===== config.mk =====
export PLATFORM = sky130hd
export DESIGN_NAME = ysyx_22050598_ifu
export DESIGN_NICKNAME = d
export VERILOG_FILES = /design/src/rtl/ysyx_22050598_ifu.sv
export SDC_FILE = /design/constraint.sdc
export NUM_CORES = 1
export LEC_CHECK = 0
export CORE_MARGIN = 10
export CORE_UTILIZATION = 47
export CTS_CLUSTER_DIAMETER = 120
export DETAILED_ROUTE_END_ITERATION = 10
export PLACE_DENSITY = 0.8
export SLEW_MARGIN = 20
export SYNTH_ARGS = -nofsm -noshare
export SYNTH_HDL_FRONTEND = slang
export SYNTH_SLANG_ARGS = --single-unit

===== constraint.sdc =====
create_clock -name clk -period 6.09 [get_ports clk]
set_input_delay 0.609 -clock clk [delete_from_list [all_inputs] [get_ports clk]]
set_output_delay 0.609 -clock clk [all_outputs]
set_load 0.01 [all_outputs]

===== src/rtl/ysyx_22050598_ifu.sv =====
// Instruction fetch unit: holds the PC, issues one imem request at a time and
// presents each fetched word with its PC through a one-entry valid/ready register.
module ysyx_22050598_ifu #(
   parameter logic [63:0] RESET_PC = 64'h0000_0000_8000_0000
) (
   input  logic        clk,
   input  logic        rst,
   output logic        imem_req_valid,
   input  logic        imem_req_ready,
   output logic [63:0] imem_addr,
   input  logic        imem_resp_valid,
   input  logic [31:0] imem_resp_data,
   input  logic        redirect_valid,
   input  logic [63:0] redirect_pc,
   output logic        out_valid,
   input  logic        out_ready,
   output logic [31:0] out_inst,
   output logic [63:0] out_pc,
   output logic        out_misalign
);

   typedef enum logic [1:0] {
      ST_REQ  = 2'd0,
      ST_WAIT = 2'd1,
      ST_HOLD = 2'd2
   } state_t;

   state_t      state_q, state_d;
   logic [63:0] pc_q, pc_d;
   logic        drop_q, drop_d;
   logic        out_valid_q, out_valid_d;
   logic [31:0] out_inst_q, out_inst_d;
   logic [63:0] out_pc_q, out_pc_d;
   logic        out_misalign_q, out_misalign_d;
   logic        aligned_s;
   logic        req_fire_s;

   assign aligned_s      = (pc_q[1:0] == 2'b00);
   assign imem_req_valid = (state_q == ST_REQ) && aligned_s;
   assign req_fire_s     = imem_req_valid && imem_req_ready;
   assign imem_addr      = pc_q;
   assign out_valid      = out_valid_q;
   assign out_inst       = out_inst_q;
   assign out_pc         = out_pc_q;
   assign out_misalign   = out_misalign_q;

   // Next-state logic; a redirect overrides every other event in its cycle.
   always_comb begin
      state_d        = state_q;
      pc_d           = pc_q;
      drop_d         = drop_q;
      out_valid_d    = out_valid_q;
      out_inst_d     = out_inst_q;
      out_pc_d       = out_pc_q;
      out_misalign_d = out_misalign_q;
      case (state_q)
         ST_REQ: begin
            if (redirect_valid) begin
               pc_d        = redirect_pc;
               out_valid_d = 1'b0;
               if (req_fire_s) begin
                  state_d = ST_WAIT;
                  drop_d  = 1'b1;
               end else begin
                  state_d = ST_REQ;
               end
            end else if (!aligned_s) begin
               out_inst_d     = 32'd0;
               out_pc_d       = pc_q;
               out_misalign_d = 1'b1;
               out_valid_d    = 1'b1;
               state_d        = ST_HOLD;
            end else if (req_fire_s) begin
               state_d = ST_WAIT;
            end else begin
               state_d = ST_REQ;
            end
         end
         ST_WAIT: begin
            if (redirect_valid) begin
               pc_d        = redirect_pc;
               out_valid_d = 1'b0;
               if (imem_resp_valid) begin
                  drop_d  = 1'b0;
                  state_d = ST_REQ;
               end else begin
                  drop_d  = 1'b1;
               end
            end else if (imem_resp_valid) begin
               if (drop_q) begin
                  drop_d  = 1'b0;
                  state_d = ST_REQ;
               end else begin
                  out_inst_d     = imem_resp_data;
                  out_pc_d       = pc_q;
                  out_misalign_d = 1'b0;
                  out_valid_d    = 1'b1;
                  state_d        = ST_HOLD;
               end
            end else begin
               state_d = ST_WAIT;
            end
         end
         ST_HOLD: begin
            if (redirect_valid) begin
               pc_d        = redirect_pc;
               out_valid_d = 1'b0;
               state_d     = ST_REQ;
            end else if (out_ready) begin
               pc_d        = pc_q + 64'd4;
               out_valid_d = 1'b0;
               state_d     = ST_REQ;
            end else begin
               state_d = ST_HOLD;
            end
         end
         default: begin
            state_d     = ST_REQ;
            drop_d      = 1'b0;
            out_valid_d = 1'b0;
         end
      endcase
   end

   // State, PC and output-register flops.
   always_ff @(posedge clk or posedge rst) begin
      if (rst) begin
         state_q        <= ST_REQ;
         pc_q           <= RESET_PC;
         drop_q         <= 1'b0;
         out_valid_q    <= 1'b0;
         out_inst_q     <= 32'd0;
         out_pc_q       <= 64'd0;
         out_misalign_q <= 1'b0;
      end else begin
         state_q        <= state_d;
         pc_q           <= pc_d;
         drop_q         <= drop_d;
         out_valid_q    <= out_valid_d;
         out_inst_q     <= out_inst_d;
         out_pc_q       <= out_pc_d;
         out_misalign_q <= out_misalign_d;
      end
   end

endmodule


==> qor.yml, run 1 <==
drt_wl_total_um: 28700
dieArea_um2: 23100
slew_headroom_pct: 28.9
worstPathRequired_ps: 6460
io_pins: 265
postCtsHoldBufs: 0
fp.dieW_um: 152
post-synth-top-count-cell: "nand2_1"
hold_path_class: "reg -> reg"
grt_pass1_vias: 7938
synth_top_area_cell: "dfrtp_1"
fin_cells: 1396
drt_iter0_markers: 856
ys_top_cells_by_area: "dfrtp_1 50%, nand2_1 12%, a21oi_1 3.6%, a22o_1 3.5%, clkbuf_1 2.9%"
core_um2: 17200
fin_crit_sh_pct: 49.6
ys_warn_count: 0
r2r_end: "imem_addr[49]"
postSynth.asyncResetShare_pct: 100
grt_first_pass_wirelength_um: 45800
clk_pin_slew_ps: 70
synth_ff_type: "dfrtp_1"
status: "finished clean"
grt_overflow_total: 0
ctsResizeCount: 0
yosys.area.top_type_share_pct: 50.2
dpl.hpwl_um: 20000
synth_cells: 939
syn_to_final_growth_pct: 40.8
route.vias.total: 8314
yosys-top-cells-count: "251 x nand2_1, 164 x dfrtp_1, 63 x clkbuf_1, 61 x nor2_1, 59 x a21oi_1"
portBuffers: 264
htree_levels: 4
fmax_ghz: 0.331
reg2reg_depth: 5
finalHoldViolCount: 0
grt_use_total_pct: 23.9
cts_buffer_depth: 2
period_needed_ps: 3020
place_congestion: 0.890
avgRoutedWirePerCell_um: 20.5
critPathArrivalTime_ps: 3390
worst_pin_slew_ps: 1070
drt_first_pass_iters: 5
crit_fanout: 61
synth-seq-area-share_pct: 50.6
syn-cell-area_um2: 8170
peakVddDrop_mv: 0.251
antenna_left: 0
tns_ps: 0
syn_nets: 1042
rows: 48
startpoint: "imem_resp_valid"
finalClockSkew_ps: 12.1
drive_gt1_share_pct: 5.38
insertion_delay_ps: 440
cts_tree: "built"
min_from: "out_pc[54]"
crit_end: "out_inst[10]"
cts.root.buffer_cell: "clkbuf_16"
place_ws_ps: 2620
setup_viol: 0
drc: 0
critical_path_class: "in -> reg"
synth_edf_count: 0
maxSlewViolCount: 0
p_per_area_nw_per_um2: 451
leakage_nw: 4.81
viasPerCell: 5.96
startpoint_type: "input pin"
antenna_found_initial: 3
cts_buffers: 17
worst_slack_ps: 3070
start_util_pct: 47.6
critical_path.endpoint_type: "flip-flop"
die_h_um: 152
avgSynthCellArea_um2: 8.70
cts.sinks: 165
fin_nets: 1260
synth_seq_cells: 165
post-cts-setup-buffers: 0
grt_setup_unrepaired: "false"
place_inst: 1362
max_cap_violations: 0
r2r_slack_ps: 3090
r2r_start: "imem_addr[8]"
yosys.cell_types.count: 64
p_total_w: 0.00519
grt_start_max_net_pins: 111
final cells by class:
type	instances	area, um2
Antenna cell	1	2.50
Clock buffer	17	425
Clock inverter	15	163
Fill cell	1426	5670
Inverter	6	27.5
Multi-Input combinational cell	693	3730
Sequential cell	165	4130
Tap cell	225	282
Timing Repair Buffer	274	2740
worst max-delay path, stage by stage:
cell and delay [ps]:
clkdlybuf4s50_1 500, nand2_1 70, o22a_1 260, or3_4 550
buf_16 290, nor2_2 570, buf_4 340, a22o_1 180
stage by stage:
step / hold WS [ps] / util, % / area (um2)
after floorplan: 478 / - / 8170
after global placement: 457 / 63.3 / 10900
after detailed placement: 462 / 63.3 / 10900
after CTS: 479 / 66.7 / 11500
after global routing: 490 / 67.0 / 11500
final: 474 / 67.0 / 11500
layout by cell type, fill, tap and decap left out, drive strengths merged, types with 18 or more instances in the layout:
cell type,count
clkdlybuf4s50,264
nand2,251
dfrtp,164
nor2,61
a21oi,59
nand3,42
a22o,33
nand4,27
o21ai,26
nor3,26
nor4,18
how the worst min path moves through the flow:
stage	cells after the start	slack, ps	endpoint
2_1_floorplan	2	480	drop_q
3_3_place_gp	2	460	out_pc[15]
3_5_place_dp	2	460	out_pc[54]
4_1_cts	2	480	out_pc[34]
5_1_grt	2	490	out_pc[63]
6_report	2	470	out_pc[54]
layer usage:
metal	up-vias	track usage, %	wire [um]
li1	3823	-	-
met1	4065	29.9	11700
met2	369	38.6	13900
met3	53	7.79	2530
met4	4	7.11	573
met5	-	0	27
cells by family after synthesis:
| kind of cell | count (synthesis) | synth area share [%] |
|---|---|---|
| AOI/OAI and AO/OA | 201 | 17.0 |
| adders and majority gates | 1 | 0.153 |
| buffers and inverters | 81 | 4.29 |
| DFF | 165 | 50.6 |
| muxes | 1 | 0.123 |
| and+or+nand+nor | 490 | 27.9 |
where the power goes:
group          internal (W)  switching (W)  total, W
Combinational       0.00111        0.00103   0.00214
Clock              0.000549       0.000515   0.00106
Sequential          0.00151       0.000468   0.00198
Total               0.00317        0.00202   0.00519
sequential cells by signal, indices dropped and copies added (netlist names):
register	flops
out_misalign	1
out_pc	64
imem_addr	64
drop_q	1
out_inst	32
out_valid	1
state_q	2
Note: power is estimated with default switching activity, not from simulation.
==> run 2: changes to the inputs <==
==> constraint.sdc (replaced) <==
create_clock -name clk -period 2.8 [get_ports clk]
set_input_delay 0.28 -clock clk [delete_from_list [all_inputs] [get_ports clk]]
set_output_delay 0.28 -clock clk [all_outputs]
set_load 0.01 [all_outputs]
==> run 2 against run 1 <==
Against the previous run: sequential power up 100%; design area grew 3.6%; critical path depth down 3; hold slack worse by 310 ps; non-clock buffer count rose by 49; via count up 2.4%; combinational power up 140%.
==> qor.yml, run 2 (same netlist as run 1, synthesis figures left out) <==
peakVddDrop_mv: 0.575  # +130%
finalHoldViolCount: 0  # unchanged
post-cts-setup-buffers: 0  # unchanged
place_congestion: 0.937  # +5.2%
startpoint_type: "flip-flop"
crit_chain: "nand4_4 -> or4_1 -> or4_4 -> or4_1 -> a211oi_1"
drive_gt1_share_pct: 9.11  # +3.7 points
hold_path_class: "in -> async"
syn_to_final_growth_pct: 45.9
portBuffers: 264  # unchanged
die_h_um: 152  # unchanged
final_cell_mix: "264 x clkdlybuf4s50_1, 251 x nand2_1, 164 x dfrtp_1"
period_needed_ps: 2630
max_cap_violations: 0  # unchanged
antenna_found_initial: 0  # -3
grt_start_max_net_pins: 83  # -25%
rows: 48  # unchanged
critical_path_class: "reg -> reg"
leakage_nw: 5.07  # +5.4%
postCtsHoldBufs: 0  # unchanged
grt_pass1_vias: 8373  # +5.5%
critPathArrivalTime_ps: 2960  # -430 ps
fin_crit_sh_pct: 93.8
antenna_left: 0  # unchanged
route.vias.total: 8512  # +2.4%
p_total_w: 0.0116  # +120%
grt_overflow_total: 0  # unchanged
fin_cells: 1444  # +3.4%
worst_pin_slew_ps: 623  # -443 ps
slowest_stage: "dfstp_2"
place_inst: 1412  # +3.7%
drt_iter0_markers: 899  # +5.0%
maxSlewViolCount: 0  # unchanged
tns_ps: 0  # unchanged
avgRoutedWirePerCell_um: 20.7  # +0.78%
slew_headroom_pct: 58.1  # +29 points
grt_setup_unrepaired: "false"
critical_path.endpoint_type: "flip-flop"
worstPathRequired_ps: 3140  # -3320 ps
cpPeakStageDelay_ps: 570  # about the same
grt_first_pass_wirelength_um: 47400  # +3.6%
fmax_ghz: 0.381
cts.root.buffer_cell: "clkbuf_16"
start_util_pct: 47.6  # unchanged
n_antenna_cell: 0  # -1
clk_pin_slew_ps: 70  # about the same
cts_buffer_depth: 2  # unchanged
io_pins: 265  # unchanged
drc: 0  # unchanged
worst_path_most_repeated_cell: "or4_1"
p_per_area_nw_per_um2: 978  # +120%
ctsResizeCount: 0  # unchanged
insertion_delay_ps: 440  # about the same
grt_use_total_pct: 24.9  # +0.97 points
cts.sinks: 165  # unchanged
finalClockSkew_ps: 10.9  # -1.19 ps
core_um2: 17200  # unchanged
viasPerCell: 5.89  # -1.0%
crit_fanout: 11  # -82%
fin_nets: 1309  # +3.9%
drt_first_pass_iters: 5  # unchanged
layout_commonest_cell: "clkdlybuf4s50_1"
status: "finished clean"
dieArea_um2: 23100  # unchanged
htree_levels: 4  # unchanged
fp.dieW_um: 152  # unchanged
utilization_pct: 69.4  # +2.4 points
place_ws_ps: 205  # -2410 ps
drt_wl_total_um: 29900  # +4.2%
dpl.hpwl_um: 21600  # +8.2%
setup_viol: 0  # unchanged
cts_tree: "built"
cts_buffers: 17  # unchanged
worst_slack_ps: 174  # -2890 ps
## run 2: cell count changes in the layout (fill, tap and decap cells not counted), sizes merged
cell	previous run	this run
clkinvlp	3	1
bufinv	0	1
diode	1	0
buf	10	59
clkinv	5	4
inv	13	15
## run 2: through the flow
step	hold slack [ps]	instance area (um2)
global placement	457	11300
detailed placement	462	11300
global route	201	11900
floorplan	385	8170
finish	168	11900
CTS	168	11900
## run 2: power by group
part,total [W],internal [W],leakage [nW],switching [W]
Sequential,0.00405,0.00329,2.01,0.000753
Combinational,0.00519,0.00261,2.76,0.00258
Clock,0.00241,0.00129,0.299,0.00112
Total,0.0116,0.00719,5.07,0.00445
## run 2: final timing paths
| kind | startpoint | to | slack, ps | depth (start not counted) |
|---|---|---|---|---|
| min in group clk | redirect_pc[1] | imem_addr[1] | 380 | 3 |
| max in group asynchronous | rst | imem_addr[31] | 1920 | 3 |
| setup reg to reg | imem_addr[31] | imem_addr[59] | 170 | 5 |
| hold / removal | rst | imem_addr[36] | 170 | 2 |
| setup / recovery | imem_addr[31] | imem_addr[59] | 170 | 5 |
| hold reg to reg | out_pc[30] | out_pc[30] | 470 | 2 |
## run 2: area by class of cell
cell class / instances / area [um2]
fillers: 1360 / 5260
flip-flops and latches: 165 / 4130
multi-input cells: 693 / 3720
repair buffers: 323 / 3150
clock buffers: 17 / 425
well taps: 225 / 282
clock inverters: 15 / 180
inverters: 6 / 26.3
## run 2: worst max-delay path: cells and delay by family, from the launching register on
kind	cells	cell delay (ps)
compound gates	1	240
flops	1	570
simple gates	4	1730
## run 2: per-layer routing
| layer | GRT usage, % | part of all wire (%) |
|---|---|---|
| met3 | 7.79 | 9.3 |
| met4 | 8.02 | 2.2 |
| met1 | 30.8 | 41 |
| met2 | 40.5 | 48 |
| met5 | 0 | 0 |
